`src/rtl/sd_rx.sv`:
```
// sd_rx: serial frame receiver with a small output FIFO.
//
// The trigger/storage controller sends frames on a single line, one bit
// per clk. The line idles low; a 0->1 transition opens a frame. Each byte
// is one low start bit followed by 8 data bits, MSB first. The line is
// high for at least one cycle between bytes. Received bytes are queued
// together with their 0-based position in the frame.
//
// Parameters
//   FRAME_BYTES : bytes per frame (1..255)
//   FIFO_DEPTH  : output FIFO entries (power of 2, >= 2)
//
// Ports
//   clk        : sole clock, rising edge
//   reset      : synchronous, active-high
//   sd         : serial data line
//   byte_dat   : FIFO head byte (0 while empty)
//   byte_vld   : FIFO non-empty
//   byte_rdy   : consumer pops the head when byte_vld && byte_rdy
//   byte_idx   : frame index of the head byte (0 while empty)
//   frame_done : one-cycle pulse when the last frame byte is received
//   ovf        : sticky, set when a received byte was dropped (FIFO full)
module sd_rx #(
  parameter int FRAME_BYTES = 32,
  parameter int FIFO_DEPTH  = 4
) (
  input  logic       clk,
  input  logic       reset,
  input  logic       sd,
  output logic [7:0] byte_dat,
  output logic       byte_vld,
  input  logic       byte_rdy,
  output logic [7:0] byte_idx,
  output logic       frame_done,
  output logic       ovf
);

  localparam int BC_W  = (FRAME_BYTES > 1) ? $clog2(FRAME_BYTES) : 1;
  localparam int PTR_W = $clog2(FIFO_DEPTH);
  localparam int CNT_W = PTR_W + 1;

  localparam logic [1:0] S_IDLE = 2'd0;
  localparam logic [1:0] S_ARM  = 2'd1;
  localparam logic [1:0] S_DATA = 2'd2;

  logic             sd_q;
  logic             sd_prev;
  // sq_ok/prev_ok mark that sd_q/sd_prev hold real line samples taken
  // after reset; a line already high at reset release is not a 0->1 edge.
  logic             sq_ok;
  logic             prev_ok;

  logic [1:0]       state;
  logic [2:0]       bit_cnt;
  logic [BC_W-1:0]  byte_cnt;
  logic [6:0]       sr;

  logic [7:0]       dat_mem [FIFO_DEPTH];
  logic [7:0]       idx_mem [FIFO_DEPTH];
  logic [PTR_W-1:0] wr_ptr;
  logic [PTR_W-1:0] rd_ptr;
  logic [CNT_W-1:0] count;

  logic             push_req;
  logic             last_byte;
  logic             pop;
  logic             fifo_full;
  logic             accept;
  logic [7:0]       push_byte;

  assign push_req  = (state == S_DATA) && (bit_cnt == 3'd7);
  assign last_byte = (byte_cnt == BC_W'(FRAME_BYTES - 1));
  assign push_byte = {sr, sd_q};

  assign byte_vld  = (count != '0);
  assign pop       = byte_vld && byte_rdy;
  assign fifo_full = (count == CNT_W'(FIFO_DEPTH));
  // A full FIFO still takes the byte when the head leaves in the same cycle.
  assign accept    = push_req && (!fifo_full || pop);

  // Output gating keeps stale storage invisible while the FIFO is empty.
  assign byte_dat  = byte_vld ? dat_mem[rd_ptr] : 8'h00;
  assign byte_idx  = byte_vld ? idx_mem[rd_ptr] : 8'h00;

  // Stage 0: line sampling and edge history
  always_ff @(posedge clk) begin
    if (reset) begin
      sd_q    <= 1'b0;
      sd_prev <= 1'b0;
      sq_ok   <= 1'b0;
      prev_ok <= 1'b0;
    end else begin
      sd_q    <= sd;
      sd_prev <= sd_q;
      sq_ok   <= 1'b1;
      prev_ok <= sq_ok;
    end
  end

  // Stage 1: frame/byte state machine on sd_q
  always_ff @(posedge clk) begin
    if (reset) begin
      state      <= S_IDLE;
      bit_cnt    <= '0;
      byte_cnt   <= '0;
      frame_done <= 1'b0;
    end else begin
      frame_done <= 1'b0;
      case (state)
        S_IDLE: begin
          if (sd_q && !sd_prev && prev_ok) begin
            byte_cnt <= '0;
            state    <= S_ARM;
          end
        end
        S_ARM: begin
          if (!sd_q) begin
            bit_cnt <= '0;
            state   <= S_DATA;
          end
        end
        S_DATA: begin
          bit_cnt <= bit_cnt + 3'd1;
          if (bit_cnt == 3'd7) begin
            byte_cnt <= byte_cnt + BC_W'(1);
            if (last_byte) begin
              frame_done <= 1'b1;
              state      <= S_IDLE;
            end else begin
              state      <= S_ARM;
            end
          end
        end
        default: state <= S_IDLE;
      endcase
    end
  end

  always_ff @(posedge clk) begin
    if (state == S_DATA) begin
      sr <= {sr[5:0], sd_q};
    end
  end

  // Stage 2: output FIFO
  always_ff @(posedge clk) begin
    if (accept) begin
      dat_mem[wr_ptr] <= push_byte;
      idx_mem[wr_ptr] <= 8'(byte_cnt);
    end
  end

  always_ff @(posedge clk) begin
    if (reset) begin
      wr_ptr <= '0;
      rd_ptr <= '0;
      count  <= '0;
      ovf    <= 1'b0;
    end else begin
      if (accept) begin
        wr_ptr <= wr_ptr + PTR_W'(1);
      end
      if (pop) begin
        rd_ptr <= rd_ptr + PTR_W'(1);
      end
      case ({accept, pop})
        2'b10:   count <= count + CNT_W'(1);
        2'b01:   count <= count - CNT_W'(1);
        default: count <= count;
      endcase
      if (push_req && !accept) begin
        ovf <= 1'b1;
      end
    end
  end

endmodule

```
`config.mk`:
```
export PLATFORM = sky130hd
export DESIGN_NAME = sd_rx
export DESIGN_NICKNAME = d
export VERILOG_FILES = /design/src/rtl/sd_rx.sv
export SDC_FILE = /design/constraint.sdc
export NUM_CORES = 1
export LEC_CHECK = 0
export BUFFER_PORTS_ARGS = -buffer_cell sky130_fd_sc_hd__buf_2
export CORE_MARGIN = 2
export CORE_UTILIZATION = 53
export CTS_CLUSTER_DIAMETER = 100
export DETAILED_ROUTE_END_ITERATION = 7
export PLACE_DENSITY_LB_ADDON = 0.08
export SKIP_LAST_GASP = 1
export SYNTH_ARGS = -nofsm -noshare
export SYNTH_HDL_FRONTEND = slang
export SYNTH_SLANG_ARGS = --single-unit
```
`constraint.sdc`:
```
create_clock -name clk -period 2.15 [get_ports clk]
set_input_delay 0.1075 -clock clk [delete_from_list [all_inputs] [get_ports clk]]
set_output_delay 0.1075 -clock clk [all_outputs]
set_load 0.01 [all_outputs]
```
* Word level (Yosys, flattened, before mapping)
Memory sizes are Yosys's and may differ from the RTL's. A register that Yosys moved wholly into a read port is not among the register bits. Cells that the tools add are included.
Storage, ports and cells: logic and storage cells 73, register bits after elaboration 30, memories 2, output and inout port bits 19, bits in writable memories 52
Memory list:
- dat_mem | words 4, bits a word 8, rd ports 1, clocked after Yosys merged registers in 1, write ports 1, line 58 | logic [7:0] dat_mem [FIFO_DEPTH];
- idx_mem | words 4, bits a word 5, rd ports 1, clocked after Yosys merged registers in 1, write ports 1, line 59 | logic [7:0] idx_mem [FIFO_DEPTH];
Cells by class: bitwise gates (word level) 2, muxes and demuxes 21, add/sub/neg operators 6, reductions and logical operators 19, eq/ne operators 10
Operator list (count):
- $mux 8 | 2
- $mux 2 | 7
- $pmux 3 s2 | 2
- $mux 5 | 2
- $pmux 5 s2 | 1
- $add 3x1->3 const B | 2
- $eq 3x3->1 const B | 2
- $logic_and 1x1->1 | 6
- $pmux 2 s3 | 1
- $reduce_and 3->1 | 2
- $reduce_bool 2->1 | 3
- $add 5x1->5 const B | 1
- $eq 5x5->1 const B | 1
- $mux 1 | 5
- $add 2x1->2 const B | 2
- $eq 2x1->1 const B | 2
- $eq 2x2->1 const B | 2
- $ne 2x2->1 const B | 2
- $logic_not 1->1 | 3
- $mux 3 | 1
- $reduce_bool 3->1 | 1
- $reduce_or 3->1 | 1
- $sub 3x1->3 const B | 1
- $logic_not 2->1 | 1
- other kinds (4) | 5

* Logic depth before layout (Yosys ltp)
Gate-level depths: netlist of the first run.
depth after elaboration 6, depth in mapped cells 9

* Worst setup path after synthesis of the first run
Ideal clock, no wire load.
kind register to register, start reg bit_cnt[0], end reg count[2], clock period less this slack 2.326 ns, path slack -0.176 ns, required time 2.029 ns, cell stages (with the launch flop) 10, arrival time 2.205 ns, cell sequence dfxtp_1 ha_1 ha_1 and3b_1 nor2_1 inv_1 fa_1 nor4b_2 a21oi_1 mux2_4
On the way: longest elaborated chain between the ends 5
RTL lines:
- start: declaration | line 54 | logic [2:0] bit_cnt;
- start signal: assignment | line 123 | bit_cnt <= bit_cnt + 3'd1;
- $eq 3x3->1 (*) | line 71 | assign push_req = (state == S_DATA) && (bit_cnt == 3'd7);
- $logic_and 1x1->1 (*) | line 71
- $logic_and 1x1->1 (*) | line 79 | assign accept = push_req && (!fifo_full || pop);
- $eq 2x1->1 / $eq 2x2->1 (equally long branches) | line 166 | case ({accept, pop})
- $pmux 3 s2 / $reduce_bool 2->1 (equally long branches)
- end signal: assignment | line 167 | 2'b10: count <= count + CNT_W'(1);
- end signal: assignment | line 168 | 2'b01: count <= count - CNT_W'(1);
- end signal: assignment | line 169 | default: count <= count;
- end: declaration | line 62 | logic [CNT_W-1:0] count;
Every way passes the cells marked *; elsewhere a longest branch is shown, timed or not. A chain may end at the register's enable or synchronous reset.

* Worst setup path after layout of the first run
start reg bit_cnt[1], end reg count[2]
The elaborated chain is that of the path after synthesis.

==> impl_metrics.toml, run 1 <==
[yosys]
synth_edf_count = 59
syn-cell-area_um2 = 3390
yosysWarnings = 0
yosysMostFrequentCell = "edfxtp_1"
synthTopCellsByCount = "edfxtp_1, nor2_1, dfxtp_1"
yosys-top-cells-area = "edfxtp_1, dfxtp_1, mux4_2"
synthFlopType = "edfxtp_1"
ys_async_sr_fraction_pct = 0
yosysTopAreaCell = "edfxtp_1"
synth_cell_types = 40
syn_area_per_cell_um2 = 15.6
yosysTopAreaCellShare_pct = 52.2
synthCells = 218
ys_ff_latch = 84
yosysSeqAreaShare_pct = 67.0

[clocking]
cts_buffer_depth = 2
clkTransAtPathRegs_ns = 0.07
htree_levels = 3
root_buffer = "clkbuf_8"
cts_tree = "built"
cts_buffers = 9
cts_sinks = 84
clock_latency_ns = 0.34

[power]
power.net_switching_mw = 0.982
ir_drop_uv = 798
p_sw_share_pct = 26.1
finalPower_mw = 3.76
p_int_mw = 2.78
seqPwrFrac_pct = 48.3
p_comb_share_pct = 22.1
p_per_area_nw_per_um2 = 958
p_clk_share_pct = 29.6
leakage_nw = 1.45

[timing]
timing.final.ws_setup_ns = 0.0528
period_share_pct = 97.5
holdWs_ns = 0.168
finalClockSkew_ns = 0.00824
max_freq_mhz = 477
finalHoldViolations = 0
setup_violations = 0
rsz0062_at_grt = "yes"
fin_crit_ns = 2.10
drv_slew = 0

[place]
dp_hpwl_um = 3830
dp_slack_ns = -0.0145
port-buffer-count = 19
place_congestion = 0.827
placed_cells = 317

[floorplan]
pin_count = 23
dieArea_um2 = 7060
start_util_pct = 54.1
fp-row-count = 29
die_y_um = 84.0
coreArea_um2 = 6280
die_w_um = 84.0

[worst_setup_path]
path_cells = "ha_2 > ha_4 > and3b_2 > nor2_4 > inv_2 > fa_2 > nor4b_2 > a21oi_1 > mux2_4"
reg2reg_slack_ns = 0.05
endpoint = "count[2]"
critPathLaunchType = "flop"
crit_path_top_delay_cell = "fa_2"
worstSetupPathType = "flop to flop"
startpoint = "bit_cnt[1]"
cp-end-kind = "flop"
cp_max_fo = 2
r2r-start = "bit_cnt[1]"
cpPeakStageDelay_ns = 0.34
critPathRequiredTime_ns = 2.38
r2r_cells = 9
timing.rr.end = "count[2]"
worstPathArrival_ns = 2.32

[finish]
nNetsFinal = 268
drive_gt1_share_pct = 30.0
syn2layout_area_growth_pct = 15.8
final_util_pct = 62.6
stdcell_count = 337
antenna_cells = 0

[drt]
drc_errors = 0
vias = 1823
via_per_inst = 5.41
wire_per_inst_um = 16.7
dr.first_iter.drc_count = 90
drt-pass1-iter-count = 4
routed_wl_um = 5630
ant_nets = 0

[hold_path]
hp-class = "primary input to flop"

[flow_run]
maxCapViolCount = 0

[global_routing]
grt_pass1_vias = 1872
grt_max_degree = 24
grt_pass1_wl_um = 9310
grt_usage_pct = 17.7
antenna_found_initial = 0
gr-total-overflow = 0

[outcome]
status = "completed"
[worst max-delay path, delay by kind of cell, from the launching register on]
family                     cells  cell delay, ns
adders and majority gates      3            0.68
and+or+nand+nor                3            0.55
DFF                            1            0.32
muxes                          1            0.30
AOI/OAI and AO/OA              1            0.08
buffers and inverters          1            0.04
[cell families (layout without fill, tap and decap cells)]
family / Yosys count / in the layout / synth area share, %
DFF: 84 / 84 / 67.0
buffers and inverters: 21 / 61 / 3.02
adders and majority gates: 9 / 9 / 3.54
AOI/OAI and AO/OA: 19 / 19 / 3.95
muxes: 17 / 17 / 10.0
and+or+nand+nor: 63 / 63 / 11.4
other: 1 / 3 / 0.111
xor gates and xnor gates: 4 / 4 / 1.03
[cell type report]
class,count,area (um^2)
Clock buffer,13,159
Clock inverter,3,46.3
Fill cell,475,2350
Inverter,11,41.3
Multi-Input combinational cell,115,1050
Sequential cell,84,2270
Tap cell,77,96.3
Timing Repair Buffer,34,260
[worst min-delay path by stage]
stage / startpoint / end / slack [ns] / cells after the start
floorplan: reset / sq_ok / 0.20 / 1
global placement: sd / sd_q / 0.32 / 2
detailed placement: sd / sd_q / 0.32 / 2
CTS: reset / sd_prev / 0.16 / 2
global route: reset / sd_prev / 0.17 / 2
finish: reset / sd_prev / 0.17 / 2
[power by group through the flow]
stage / clock network [mW] / logic, mW / registers, mW
after floorplan: 0 / 0.584 / 1.86
after CTS: 1.15 / 0.856 / 1.82
after detailed placement: 0 / 0.843 / 1.86
final: 1.11 / 0.831 / 1.82
after global placement: 0 / 0.819 / 1.85
after global routing: 1.22 / 0.918 / 1.83
[flip-flops by register name, indices dropped and copies added, names as in the netlist, 2 cells and up, named ones only]
| name | flops |
|---|---|
| wr_ptr | 2 |
| state | 2 |
| sr | 7 |
| bit_cnt | 3 |
| rd_ptr | 2 |
| dat_mem | 32 |
| idx_mem | 20 |
| byte_cnt | 5 |
| count | 3 |
[placed cells by master (no fill, tap or decap), types with 2 or more instances in the layout]
cell type / instances
or3_1: 2
inv_1: 10
mux2_2: 2
nor2_1: 25
dfxtp_1: 23
conb_1: 3
clkbuf_1: 2
nand2b_1: 2
buf_4: 10
and3_1: 2
xnor2_1: 2
clkbuf_8: 11
nor2b_1: 3
o21ai_0: 3
buf_12: 4
a21oi_1: 8
mux4_2: 13
nor3_1: 2
edfxtp_1: 59
nand3_1: 2
dfxtp_2: 2
buf_2: 19
ha_1: 6
and2_1: 17
xor2_1: 2
a22oi_1: 2
[per-stage QoR]
| step | instance area (um^2) | TNS [ns] |
|---|---|---|
| 6_report | 3930 | 0 |
| 5_1_grt | 3930 | -0.0150 |
| 4_1_cts | 3930 | 0 |
| 3_5_place_dp | 3690 | -0.0145 |
| 3_3_place_gp | 3690 | 0 |
| 2_1_floorplan | 3430 | 0 |
[metal layers]
metal  track usage, %  vias to the layer above  wire, um
met5                0                        -         0
met4             6.60                        0        88
met3             4.55                        8       148
met2             31.3                       26      3060
met1             20.6                      924      2330
li1                 -                      865         -
[what timing repair did]
| item | in CTS | in global routing |
|---|---|---|
| buffers inserted | 3 | 0 |
| endpoints found under the setup margin | 1 | 1 |
| hold endpoints to repair | 1 | 0 |
| pin swaps | 4 | 2 |
| hold buffers | 1 | 0 |
| gates cloned | 0 | 0 |
| resized for setup | 3 | 0 |
Power figures use the tool's default switching activity.
==> run 2: changes to the inputs <==
==> constraint.sdc (replaced) <==
create_clock -name clk -period 2.15 [get_ports clk]
set_input_delay 0.215 -clock clk [delete_from_list [all_inputs] [get_ports clk]]
set_output_delay 0.215 -clock clk [all_outputs]
set_load 0.01 [all_outputs]
==> impl_metrics.toml, run 2 (same netlist as run 1, synthesis figures left out) <==
[timing]
max_freq_mhz = 477
drv_slew = 0
period_share_pct = 97.5
finalHoldViolations = 0
rsz0062_at_grt = "yes"
fin_crit_ns = 2.10
timing.final.ws_setup_ns = 0.0538
fin_tns_setup_ns = 0
holdWs_ns = 0.0843
finalClockSkew_ns = 0.00825
setup_violations = 0

[drt]
vias = 1824
drc_errors = 0
dr.first_iter.drc_count = 99
drt-pass1-iter-count = 4
via_per_inst = 5.43
routed_wl_um = 5640
wire_per_inst_um = 16.8
ant_nets = 0

[finish]
stdcell_count = 336
largest_reg_flops = 32
reg_top3 = "dat_mem x32, idx_mem x20, sr x7"
syn2layout_area_growth_pct = 15.5
drive_gt1_share_pct = 30.1
finalInstanceArea_um2 = 3920
nNetsFinal = 267
top_register = "dat_mem"
mostFrequentLayoutCells = "edfxtp_1, nor2_1, dfxtp_1"
antenna_cells = 0
final_common_cell = "edfxtp_1"

[worst_setup_path]
worstSetupPathType = "flop to flop"
critPathLaunchType = "flop"
worstPathArrival_ns = 2.32
critPathRequiredTime_ns = 2.38
cp-end-kind = "flop"
cp_max_fo = 2

[place]
place_congestion = 0.827
place_area_um2 = 3690
dp_slack_ns = -0.0145
placed_cells = 317
port-buffer-count = 19
dp_hpwl_um = 3830

[outcome]
status = "completed"

[global_routing]
gr-total-overflow = 0
grt_usage_pct = 17.7
grt_max_degree = 24
grt_pass1_wl_um = 9310
antenna_found_initial = 0
grt_pass1_vias = 1869

[clocking]
clkTransAtPathRegs_ns = 0.08
htree_levels = 3
cts_buffers = 9
cts_sinks = 84
cts.hold.buffers_added = 0
cts_buffer_depth = 2
cts_tree = "built"
clock_latency_ns = 0.34
root_buffer = "clkbuf_8"

[floorplan]
pin_count = 23
die_w_um = 84.0
die_y_um = 84.0
fp-row-count = 29
coreArea_um2 = 6280
start_util_pct = 54.1
dieArea_um2 = 7060

[power]
ir_drop_uv = 795
p_per_area_nw_per_um2 = 959
leakage_nw = 1.44

[flow_run]
maxCapViolCount = 0

[hold_path]
hp-class = "primary input to flop"
[run 2: cell types whose count changed in the layout (fill, tap and decap cells not counted)]
| cell | before | now |
|---|---|---|
| dlygate4sd3_1 | 1 | 0 |
[run 2: layer usage]
layer / vias up / share of wire (%) / track usage (%)
li1: 863 / - / -
met1: 927 / 41 / 20.6
met2: 26 / 54 / 31.3
met3: 8 / 2.6 / 4.55
met4: 0 / 1.6 / 6.60
met5: - / 0 / 0
[run 2: path summary, 6_finish.rpt]
kind         startpoint        to  slack (ns)  cells after the start
min                  sd      sd_q        0.08                      2
max reg2reg  bit_cnt[1]  count[2]        0.05                      9
min reg2reg       sq_ok   prev_ok        0.44                      1
max          bit_cnt[1]  count[2]        0.05                      9
[run 2: what timing repair did]
item	in CTS	in global routing
buffers inserted	3	0
gates resized for setup	3	0
endpoints found under the setup margin	1	1
gates cloned	0	0
pin swaps	4	2
[run 2: where the power goes]
group / leakage (nW) / internal, mW / switching, mW
clock network: 0.0998 / 0.604 / 0.510
logic: 0.603 / 0.414 / 0.415
registers: 0.741 / 1.76 / 0.0555
[run 2: layout make-up]
| cell class | count | area [um^2] |
|---|---|---|
| clock buffer | 13 | 159 |
| clock inverter | 3 | 46.3 |
| fill | 476 | 2360 |
| inverter | 11 | 41.3 |
| multi-input combinational | 115 | 1050 |
| sequential | 84 | 2270 |
| tap | 77 | 96.3 |
| timing repair buffer | 33 | 250 |
[run 2: metrics by stage]
| step | power [mW] | util [%] |
|---|---|---|
| after floorplan | 2.44 | - |
| after global placement | 2.67 | 58.8 |
| after detailed placement | 2.70 | 58.8 |
| after CTS | 3.82 | 62.4 |
| after global routing | 3.97 | 62.4 |
| final | 3.76 | 62.4 |
[run 2: worst max-delay path: stages, from the launching register on]
cell and delay (ns):
dfxtp_2 0.32, ha_2 0.19, ha_4 0.15, and3b_2 0.21, nor2_4 0.09, inv_2 0.04
fa_2 0.35, nor4b_2 0.25, a21oi_1 0.08, mux2_4 0.30
==> run 3: changes to the inputs <==
--- a/config.mk
+++ b/config.mk
@@ -10,7 +10,7 @@
 export CORE_UTILIZATION = 53
 export CTS_CLUSTER_DIAMETER = 100
 export DETAILED_ROUTE_END_ITERATION = 7
-export PLACE_DENSITY_LB_ADDON = 0.08
+export PLACE_DENSITY = 0.81
 export SKIP_LAST_GASP = 1
 export SYNTH_ARGS = -nofsm -noshare
 export SYNTH_HDL_FRONTEND = slang
==> impl_metrics.toml, run 3 (same netlist as run 1, synthesis figures left out) <==
[place]
dp_hpwl_um = 3520
port-buffer-count = 19
dp_slack_ns = -0.0288
place_congestion = 0.828

[drt]
ant_nets = 0
via_per_inst = 5.30
drt-pass1-iter-count = 4
vias = 1769
wire_per_inst_um = 15.9
drc_errors = 0
routed_wl_um = 5330
dr.first_iter.drc_count = 136

[worst_setup_path]
critPathRequiredTime_ns = 2.39
cp-end-kind = "flop"
cp_max_fo = 3
critPathLaunchType = "flop"
r2r-start = "bit_cnt[1]"
worstSetupPathType = "flop to flop"
r2r_cells = 9
timing.rr.end = "count[2]"
reg2reg_slack_ns = 0.05
startpoint = "bit_cnt[1]"
worstPathArrival_ns = 2.34

[finish]
antenna_cells = 0
reg_top3 = "dat_mem x32, idx_mem x20, sr x7"
final_common_cell = "edfxtp_1"
mostFrequentLayoutCells = "edfxtp_1, nor2_1, dfxtp_1"
syn2layout_area_growth_pct = 15.1
top_register = "dat_mem"
largest_reg_flops = 32
nNetsFinal = 265
drive_gt1_share_pct = 29.6

[global_routing]
grt_pass1_vias = 1765
gr-total-overflow = 0
grt_usage_pct = 16.7
antenna_found_initial = 0
grt_max_degree = 24
grt_pass1_wl_um = 8760

[hold_path]
hold_start = "sd"
hp-class = "primary input to flop"
holdPathEnd = "sd_q"
worstHoldPathCells = 2

[clocking]
htree_levels = 3
cts_buffers = 9
clkTransAtPathRegs_ns = 0.08
root_buffer = "clkbuf_8"
cts_sinks = 84
cts_tree = "built"
cts_buffer_depth = 2
clock_latency_ns = 0.35

[timing]
finalHoldViolations = 0
timing.final.ws_setup_ns = 0.0507
max_freq_mhz = 476
setup_violations = 0
period_share_pct = 97.6
fin_tns_setup_ns = 0
rsz0062_at_grt = "yes"
drv_slew = 0
fin_crit_ns = 2.10
finalClockSkew_ns = 0.0105

[power]
p_per_area_nw_per_um2 = 958
finalPower_mw = 3.74
ir_drop_uv = 585
leakage_nw = 1.42

[floorplan]
pin_count = 23
dieArea_um2 = 7060
die_w_um = 84.0
start_util_pct = 54.1
die_y_um = 84.0
fp-row-count = 29
coreArea_um2 = 6280

[outcome]
status = "completed"

[flow_run]
maxCapViolCount = 0
-- run 3: cell count changes in the layout (fill, tap and decap cells not counted), sizes merged --
| cell | change |
|---|---|
| clkbuf | -2 |
| clkinv | -1 |
| clkinvlp | +2 |
| buf | -2 |
| inv | +1 |
-- run 3: final cells by class --
cell class	count	area, um^2
sequential	84	2270
multi-input combinational	115	1060
inverter	11	41.3
clock inverter	5	61.3
fill	439	2370
clock buffer	11	131
tap	77	96.3
timing repair buffer	31	239
-- run 3: metrics by stage --
step	std cells	hold slack (ns)	utilization (%)	instance area, um^2
final	334	0.0789	62.2	3910
after global routing	334	0.0801	62.2	3910
after CTS	334	0.0671	62.2	3900
after detailed placement	317	0.435	58.8	3690
after global placement	317	0.422	58.8	3690
after floorplan	220	0.305	-	3430
-- run 3: power by group --
group          switching (mW)  total (mW)  internal, mW
Sequential             0.0592        1.82          1.76
Clock                   0.546        1.09         0.541
Combinational           0.417       0.832         0.415
Total                    1.02        3.74          2.72
-- run 3: worst max-delay path, stage by stage (launching register included) --
cell     delay, ns
dfxtp_2       0.34
ha_4          0.16
ha_4          0.15
and3b_2       0.21
nor2_4        0.10
inv_2         0.04
fa_2          0.34
nor4b_2       0.27
a21oi_1       0.09
mux2_4        0.30
-- run 3: what timing repair did --
action | CTS | global route
setup endpoints to repair | 1 | 2
endpoints found under the hold margin | 0 | 0
buffers inserted | 1 | 0
resized for setup | 4 | 1
hold buffers | 0 | 0
pin swaps | 4 | 2
-- run 3: layer usage --
layer	vias up	global-route usage, %	routed length [um]
met4	0	8.21	129
met5	-	0	0
met3	13	5.14	189
met2	36	26.1	2570
li1	857	-	-
met1	863	21.1	2440
-- run 3: worst max-delay path by stage --
stage	slack, ns	depth (start not counted)	end
after floorplan	0.007	9	count[2]
after global routing	-0.03	9	count[2]
after detailed placement	-0.03	9	count[2]
after global placement	0.05	9	count[2]
after CTS	0.001	9	count[2]
final	0.05	9	count[2]
